===== src/rtl/fir_pkg.sv =====
// Shared types and default sizing for the FIR tap loader.
// Latency: n/a (declarations only).
// Backpressure: n/a.
package fir_pkg;

  localparam int FIR_NTAPS  = 16;
  localparam int FIR_TAP_W  = 16;
  localparam int FIR_NBANKS = 2;

  // Loader sequencing states: idle, ROM latency fill, tap streaming, completion pulse.
  typedef enum logic [1:0] {
    IDLE  = 2'd0,
    PRIME = 2'd1,
    LOAD  = 2'd2,
    DONE  = 2'd3
  } loader_state_t;

endpackage


===== src/rtl/fir_tap_loader.sv =====
// Streams NTAPS coefficients of one ROM bank into the FIR tap port, gating the FIR sample enable meanwhile.
// Latency: accept -> PRIME (1) -> LOAD (NTAPS) -> DONE (1); back-to-back period NTAPS+3 cycles.
// Backpressure: none; requests while busy and sample strobes while busy are dropped, not queued.
// Optional: FIR_TAP_LOADER_DROPCNT_EN adds o_drop_cnt, a saturating count of strobes dropped in the latest load.
module fir_tap_loader
  import fir_pkg::*;
#(
  parameter int NTAPS  = FIR_NTAPS,
  parameter int TAP_W  = FIR_TAP_W,
  parameter int NBANKS = FIR_NBANKS,
  parameter int BANK_W = (NBANKS > 1) ? $clog2(NBANKS) : 1,
  parameter int ADDR_W = BANK_W + $clog2(NTAPS)
) (
  input  logic              i_clk,
  input  logic              i_reset,
  input  logic              i_load_req,
  input  logic [BANK_W-1:0] i_bank,
  output logic              o_busy,
  output logic              o_done,
  output logic [BANK_W-1:0] o_active_bank,
  output logic [ADDR_W-1:0] o_rom_addr,
  input  logic [TAP_W-1:0]  i_rom_data,
  output logic              o_tap_wr,
  output logic [TAP_W-1:0]  o_tap,
`ifdef FIR_TAP_LOADER_DROPCNT_EN
  output logic [7:0]        o_drop_cnt,
`endif
  input  logic              i_sample_ce,
  output logic              o_fir_ce
);

  localparam int IDX_W = ADDR_W - BANK_W;

  loader_state_t     state_q, state_d;
  logic [BANK_W-1:0] bank_q, bank_d;
  logic [BANK_W-1:0] active_bank_q, active_bank_d;
  logic [IDX_W-1:0]  cnt_q, cnt_d;
  logic [ADDR_W-1:0] rom_addr_q, rom_addr_d;
  logic [IDX_W:0]    idx_ahead;
  logic              accept;

  assign accept = (state_q == IDLE) && i_load_req;

  // ROM index two ahead of the tap being written, wrapped modulo NTAPS (wrapped reads are unused).
  always_comb begin
    idx_ahead = {1'b0, cnt_q} + (IDX_W+1)'(2);
    if (idx_ahead >= (IDX_W+1)'(NTAPS)) begin
      idx_ahead = idx_ahead - (IDX_W+1)'(NTAPS);
    end
  end

  // Next-state and register-update logic for the load sequencer.
  always_comb begin
    state_d       = state_q;
    bank_d        = bank_q;
    active_bank_d = active_bank_q;
    cnt_d         = cnt_q;
    rom_addr_d    = rom_addr_q;
    case (state_q)
      IDLE: begin
        if (i_load_req) begin
          bank_d     = i_bank;
          rom_addr_d = {i_bank, IDX_W'(0)};
          state_d    = PRIME;
        end
      end
      PRIME: begin
        rom_addr_d = {bank_q, IDX_W'(1)};
        cnt_d      = '0;
        state_d    = LOAD;
      end
      LOAD: begin
        rom_addr_d = {bank_q, idx_ahead[IDX_W-1:0]};
        cnt_d      = cnt_q + IDX_W'(1);
        if (cnt_q == IDX_W'(NTAPS - 1)) begin
          state_d = DONE;
        end
      end
      DONE: begin
        active_bank_d = bank_q;
        state_d       = IDLE;
      end
      default: state_d = IDLE;
    endcase
  end

  // Sequencer registers; reset abandons any load in flight immediately.
  always_ff @(posedge i_clk or posedge i_reset) begin
    if (i_reset) begin
      state_q       <= IDLE;
      bank_q        <= '0;
      active_bank_q <= '0;
      cnt_q         <= '0;
      rom_addr_q    <= '0;
    end else begin
      state_q       <= state_d;
      bank_q        <= bank_d;
      active_bank_q <= active_bank_d;
      cnt_q         <= cnt_d;
      rom_addr_q    <= rom_addr_d;
    end
  end

  // Status and strobes decoded straight from the state register.
  assign o_busy        = (state_q != IDLE);
  assign o_done        = (state_q == DONE);
  assign o_tap_wr      = (state_q == LOAD);
  assign o_tap         = i_rom_data;
  assign o_rom_addr    = rom_addr_q;
  // The new bank is reported already in the DONE cycle, before active_bank_q catches up.
  assign o_active_bank = (state_q == DONE) ? bank_q : active_bank_q;
  assign o_fir_ce      = i_sample_ce && (state_q == IDLE);

`ifdef FIR_TAP_LOADER_DROPCNT_EN
  logic [7:0] drop_cnt_q, drop_cnt_d;

  // Count strobes suppressed while busy; restart on every accepted request, hold at 255.
  always_comb begin
    drop_cnt_d = drop_cnt_q;
    if (accept) begin
      drop_cnt_d = '0;
    end else if (o_busy && i_sample_ce && (drop_cnt_q != 8'hFF)) begin
      drop_cnt_d = drop_cnt_q + 8'd1;
    end
  end

  // Drop counter register.
  always_ff @(posedge i_clk or posedge i_reset) begin
    if (i_reset) begin
      drop_cnt_q <= '0;
    end else begin
      drop_cnt_q <= drop_cnt_d;
    end
  end

  assign o_drop_cnt = drop_cnt_q;
`else
  // Accept only feeds the drop counter; keep it referenced when that counter is absent.
  logic unused_accept;
  assign unused_accept = accept;
`endif

endmodule


===== config.mk =====
export PLATFORM = sky130hd
export DESIGN_NAME = fir_tap_loader
export DESIGN_NICKNAME = d
export VERILOG_FILES = /design/src/rtl/fir_pkg.sv /design/src/rtl/fir_tap_loader.sv
export SDC_FILE = /design/constraint.sdc
export NUM_CORES = 1
export LEC_CHECK = 0
export ABC_AREA = 1
export BUFFER_PORTS_ARGS = -buffer_cell sky130_fd_sc_hd__buf_2
export CAP_MARGIN = 20
export CORE_MARGIN = 1.5
export CORE_UTILIZATION = 43
export CTS_CLUSTER_DIAMETER = 60
export DETAILED_ROUTE_END_ITERATION = 7
export PLACE_DENSITY = 0.78
export SYNTH_ARGS = -nofsm -noshare
export SYNTH_HDL_FRONTEND = slang
export SYNTH_SLANG_ARGS = --single-unit

===== constraint.sdc =====
create_clock -name i_clk -period 1.72 [get_ports i_clk]
set_input_delay 0.086 -clock i_clk [delete_from_list [all_inputs] [get_ports i_clk]]
set_output_delay 0.086 -clock i_clk [all_outputs]
set_load 0.005 [all_outputs]

; ---- Word level (Yosys, flattened, before mapping)
; Index checks and enable logic that the tools add are counted.
[word_totals]
ramBits = 0
reg_bits = 13
out_inout_bits = 26
input_bits = 21
latch_bits = 0
word_cells = 31
n_memories = 0
mem_bits_ro = 0
[op_classes]
shifts = 0
n_eq_ne = 6
muxes = 8
n_lt_le_gt_ge = 1
n_div = 0
reduce_logical = 8
n_bitwise = 0
multipliers = 0
add_sub_neg = 3
[ops]
columns = cell, count
row1 = $pmux W5 S3, 1
row2 = $pmux W2 S4, 1
row3 = $pmux W4 S2, 1
row4 = $reduce_and A2 Y1, 3
row5 = $add A4 B2 Y5 const B, 1
row6 = $ge A5 B5 Y1 const B, 1
row7 = $mux W5, 1
row8 = $add A4 B1 Y4 const B, 1
row9 = $eq A2 B2 Y1 const B, 2
row10 = $eq A4 B4 Y1 const B, 1
row11 = $mux W2, 2
row12 = $mux W4, 1
row13 = $reduce_bool A2 Y1, 2
row14 = $sub A4 B1 Y4 const B, 1
row15 = $reduce_bool A3 Y1, 1
row16 = $eq A2 B1 Y1 const B, 1
row17 = $logic_not A2 Y1, 1
row18 = $ne A2 B1 Y1 const B, 1
row19 = $ne A2 B2 Y1 const B, 1
row20 = $logic_and A1 B1 Y1, 1
row21 = $mux W1, 1

; ---- Longest topological paths before layout
[logic_depth]
ltp_word = 4
mapped_depth = 7
ltp_nobuf = 6

; ---- Worst setup path before layout
; Ideal clock, no wire load.
[synth_path]
path_type = register to register
startpoint = register state_q[0]
endpoint = register state_q[0]
path_slack_ns = 0.416
n_path_buf = 1
t_arrival_ns = 1.188
period_less_slack_ns = 1.304
setup_ns = 0.117
path_stages_with_launch = 7
required_ns = 1.603
cell_sequence = dfrtp_1 > inv_1 > ha_1 > buf_6 > or2_2 > nand3_1 > nand2_1
[synth_via]
elab_chain_cells = 3
word_cells_on_any_way = 8
cone_classes = 5 x eq/ne / 1 x mux / 2 x reduce/logical
[synth_rtl]
columns = element, line_no
row1 = from (decl), fir_tap_loader.sv:34  ; loader_state_t state_q, state_d;
row2 = from (signal assigned), fir_tap_loader.sv:96  ; state_q <= state_d;
row3 = $eq A2 B2 Y1 *, n/a
row4 = named net o_tap_wr, fir_tap_loader.sv:23  ; output logic o_tap_wr,
row5 = $ne A2 B1 Y1 (no source line), n/a
row6 = $reduce_and A2 Y1 (no source line), n/a
; The timed path passes the listed nets; every way through them passes the cells marked *.
; A chain may end at the register's enable or synchronous reset.

; ---- Final worst setup path
[layout_path]
startpoint = register state_q[0]
endpoint = register rom_addr_q[1] (netlist: o_rom_addr[1])
[layout_via]
elab_chain_cells = 3
word_cells_on_any_way = 7
cone_classes = 3 x eq/ne / 1 x mux / 3 x reduce/logical
[layout_rtl]
columns = element, line_no
row1 = "$eq A2 B2 Y1, or another cell as far along", fir_tap_loader.sv:59  ; case (state_q)
row2 = $reduce_bool A3 Y1 (no source line) / $ne A2 B2 Y1 (equally long branches), n/a
row3 = $reduce_and A2 Y1 (no source line), n/a
row4 = to (signal assigned), fir_tap_loader.sv:100  ; rom_addr_q <= rom_addr_d;
row5 = to (decl), fir_tap_loader.sv:38  ; logic [ADDR_W-1:0] rom_addr_q, rom_addr_d;
; Several ways; a longest one is shown, not always the timed one.

==> impl_metrics.py <==
metrics = {
    "run_status": {
        "run_status": "completed",
    },
    "clocking": {
        "clock-root-buffer": "sky130_fd_sc_hd__clkbuf_4",
        "tritoncts_clock_tree": "yes",
        "cts-buffers-inserted": 3,
        "number_of_post_cts_setup_repair_buffers": 0,
        "cts.clk_slew.worst_paths_ns": 0.08,
        "cts_num_sinks": 13,
        "htree_levels": 1,
        "worstSkewPairLatency_ns": 0.27,
        "max-clock-path-buffers": 2,
    },
    "global_routing": {
        "met1_usage": 0.158,
        "global_route.usage.met2": 0.197,
        "globalRoute.busiestLayer": "met2",
        "gr_layer_usage_met3": 0.0377,
        "grt.total_usage": 0.123,
        "number_of_global_route_vias_before_repair": 485,
        "grt_first_pass_wirelength_microns": 1990,
        "grt_antenna_before_repair": 0,
        "grt_max_degree": 14,
        "globalRouteOverflowTotal": 0,
    },
    "power_and_ir_drop": {
        "totalPowerFinal_mw": 1.53,
        "powerDensity_nw_per_um2": 1780,
        "peak_supply_drop_uv": 722,
        "leakagePower_nw": 0.506,
    },
    "routing": {
        "routedWlPerCell_microns": 10.7,
        "ant_nets": 0,
        "vias": 607,
        "detailedRoute.firstIterationViolations": 19,
        "postRouteWirelength_microns": 1420,
        "drc_errors": 0,
        "drt_pre_antenna_iters": 4,
        "vias_per_cell": 4.56,
    },
    "setup_path": {
        "timing.critical_path.cells": "inv_1 -> ha_1 -> inv_2 -> o21ai_1 -> nand3_1 -> nand2_1",
        "crit_slowest_cell": "sky130_fd_sc_hd__ha_1",
        "crit_arrival_ns": 1.70,
        "critPathKind": "register to register",
        "crit_buf_inv": 2,
        "max_stage_delay_ns": 0.53,
        "cp_max_fo": 11,
        "cp-end-kind": "register",
        "cp-start-kind": "register",
        "cp_top_family": "adder cells",
        "timing.critical_path.required_ns": 1.93,
    },
    "floorplan": {
        "dieHeight_microns": 47.8,
        "placeable_core_region_sq_um": 1920,
        "rows": 16,
        "chipWidth_microns": 47.8,
        "boundaryPins": 47,
        "initial_core_util": 0.450,
        "die_area_sq_um": 2290,
    },
    "cells_and_area": {
        "post_route_cells_drive_above_1_share": 0.236,
        "area_growth_pct": -0.289,
        "instances_no_fill": 133,
        "antenna_cells": 0,
        "finalNetCount": 135,
        "final_cell_mix": "sky130_fd_sc_hd__nand2_1, sky130_fd_sc_hd__buf_2, sky130_fd_sc_hd__dfrtp_1",
        "layout_commonest_cell": "sky130_fd_sc_hd__nand2_1",
    },
    "timing": {
        "final.min_clock_period_ns": 1.49,
        "timing_hold_violations_final": 0,
        "maxClockFrequency_ghz": 0.671,
        "slew_viol_final": 0,
        "timing.max_slew.rel_slack": 0.653,
        "worst-slew-pin-transition_ns": 0.520,
        "final.setup.tns_ns": 0,
        "final.setup_skew_ns": 0.000820,
        "hold_ws_ns": 0.0895,
        "period_share": 0.866,
        "setup_repair_after_global_routing_missed_its_margin": "no",
        "setup_viol": 0,
        "layout_setup_ws_ns": 0.230,
    },
    "synthesis": {
        "synth_top_cells_by_area": "sky130_fd_sc_hd__dfrtp_1, sky130_fd_sc_hd__buf_4, sky130_fd_sc_hd__nand2_1",
        "share_of_synthesized_area_occupied_by_flip_flops_and_latches": 0.376,
        "synth.ff_latch_count": 13,
        "syn_nets": 133,
        "yosysUniqueCellTypes": 18,
        "synth_largest_area_cell": "sky130_fd_sc_hd__dfrtp_1",
        "syn_avg_cell_area_sq_um": 8.23,
        "yosys_warnings": 0,
        "yosys.area.top_type_share": 0.376,
        "syn_area_sq_um": 865,
        "postSynthCellCount": 105,
    },
    "job": {
        "maxCapViolations": 0,
    },
    "placement": {
        "detailedPlace.worstSlack_ns": 0.244,
        "io_buffer_count": 14,
        "dpl_hpwl_microns": 1120,
        "dp.cells": 128,
        "final_replace_weighted_congestion": 0.749,
    },
    "hold_path": {
        "min_path_type": "input pin to register",
    },
}
-- area by class of cell --
| class | instances | area (sq um) |
|---|---|---|
| Clock buffer | 4 | 26.3 |
| Tap cell | 27 | 33.8 |
| Multi-Input combinational cell | 61 | 348 |
| Fill cell | 204 | 1060 |
| Inverter | 13 | 48.8 |
| Timing Repair Buffer | 15 | 80.1 |
| Sequential cell | 13 | 325 |
-- metrics by stage --
stage / area, sq um / util
floorplan: 865 / -
global placement: 826 / 0.430
detailed placement: 826 / 0.430
CTS: 862 / 0.449
global route: 862 / 0.449
finish: 862 / 0.449
-- logic make-up (layout without fill, tap and decap cells) --
kind of cell | Yosys count | in the layout | share of synthesized area
AO/OA/AOI/OAI | 10 | 10 | 0.0666
XOR/XNOR | 1 | 1 | 0.0101
adder cells (fa/ha/maj) | 7 | 7 | 0.101
buffers and inverters | 31 | 32 | 0.221
flip-flops | 13 | 13 | 0.376
multiplexers | 1 | 1 | 0.0130
AND/OR/NAND/NOR | 42 | 42 | 0.211
-- flip-flops by register name (all words and copies together), names as in the netlist --
signal         flops
o_rom_addr         5
bank_q             1
active_bank_q      1
state_q            2
cnt_q              4
-- power by group --
group	internal [mW]	switching, mW	total, mW
logic	0.333	0.516	0.850
clock network	0.0896	0.0955	0.185
registers	0.416	0.0819	0.498
total	0.839	0.694	1.53
-- cells in the mapped netlist --
master / instances
sky130_fd_sc_hd__a21oi_1: 4
sky130_fd_sc_hd__buf_4: 16
sky130_fd_sc_hd__buf_6: 2
sky130_fd_sc_hd__dfrtp_1: 13
sky130_fd_sc_hd__ha_1: 7
sky130_fd_sc_hd__inv_1: 12
sky130_fd_sc_hd__inv_2: 1
sky130_fd_sc_hd__mux2_2: 1
sky130_fd_sc_hd__nand2_1: 29
sky130_fd_sc_hd__nand2_2: 1
sky130_fd_sc_hd__nand2_4: 1
sky130_fd_sc_hd__nand3_1: 8
sky130_fd_sc_hd__nor2_1: 1
sky130_fd_sc_hd__o21ai_0: 3
sky130_fd_sc_hd__o21ai_1: 1
sky130_fd_sc_hd__o21ai_2: 2
sky130_fd_sc_hd__or2_2: 2
sky130_fd_sc_hd__xor2_1: 1
-- metal layers --
metal  wire, microns  share of wire  up-vias
met3              96          0.068        0
met5               0              0        -
li1                -              -      313
met2             680           0.48       22
met1             642           0.45      272
met4               0              0        0
-- worst min-delay path, delay by kind of cell --
family | cells | cell delay (ns)
buffers and inverters | 2 | 0.16
AOI/OAI and AO/OA | 1 | 0.08
-- final timing paths --
check | slack, ns | depth (start not counted) | end | from
setup / recovery | 0.23 | 6 | o_rom_addr[1]$_DFFE_PP0P_ | state_q[0]$_DFFE_PP0P_
hold / removal | 0.09 | 3 | bank_q$_DFFE_PP0P_ | i_bank
setup reg to reg | 0.23 | 6 | o_rom_addr[1]$_DFFE_PP0P_ | state_q[0]$_DFFE_PP0P_
hold reg to reg | 0.48 | 2 | o_rom_addr[2]$_DFFE_PP0P_ | o_rom_addr[2]$_DFFE_PP0P_
max in group asynchronous | 0.98 | 3 | o_rom_addr[1]$_DFFE_PP0P_ | i_reset
min in group asynchronous | 0.39 | 3 | o_rom_addr[3]$_DFFE_PP0P_ | i_reset
-- repair_timing --
item                                   4_1_cts  5_1_grt
endpoints found under the hold margin       13        0
resized for setup                            0        0
hold buffers                                 1        0
No activity file was read; power rests on OpenSTA's default activity.
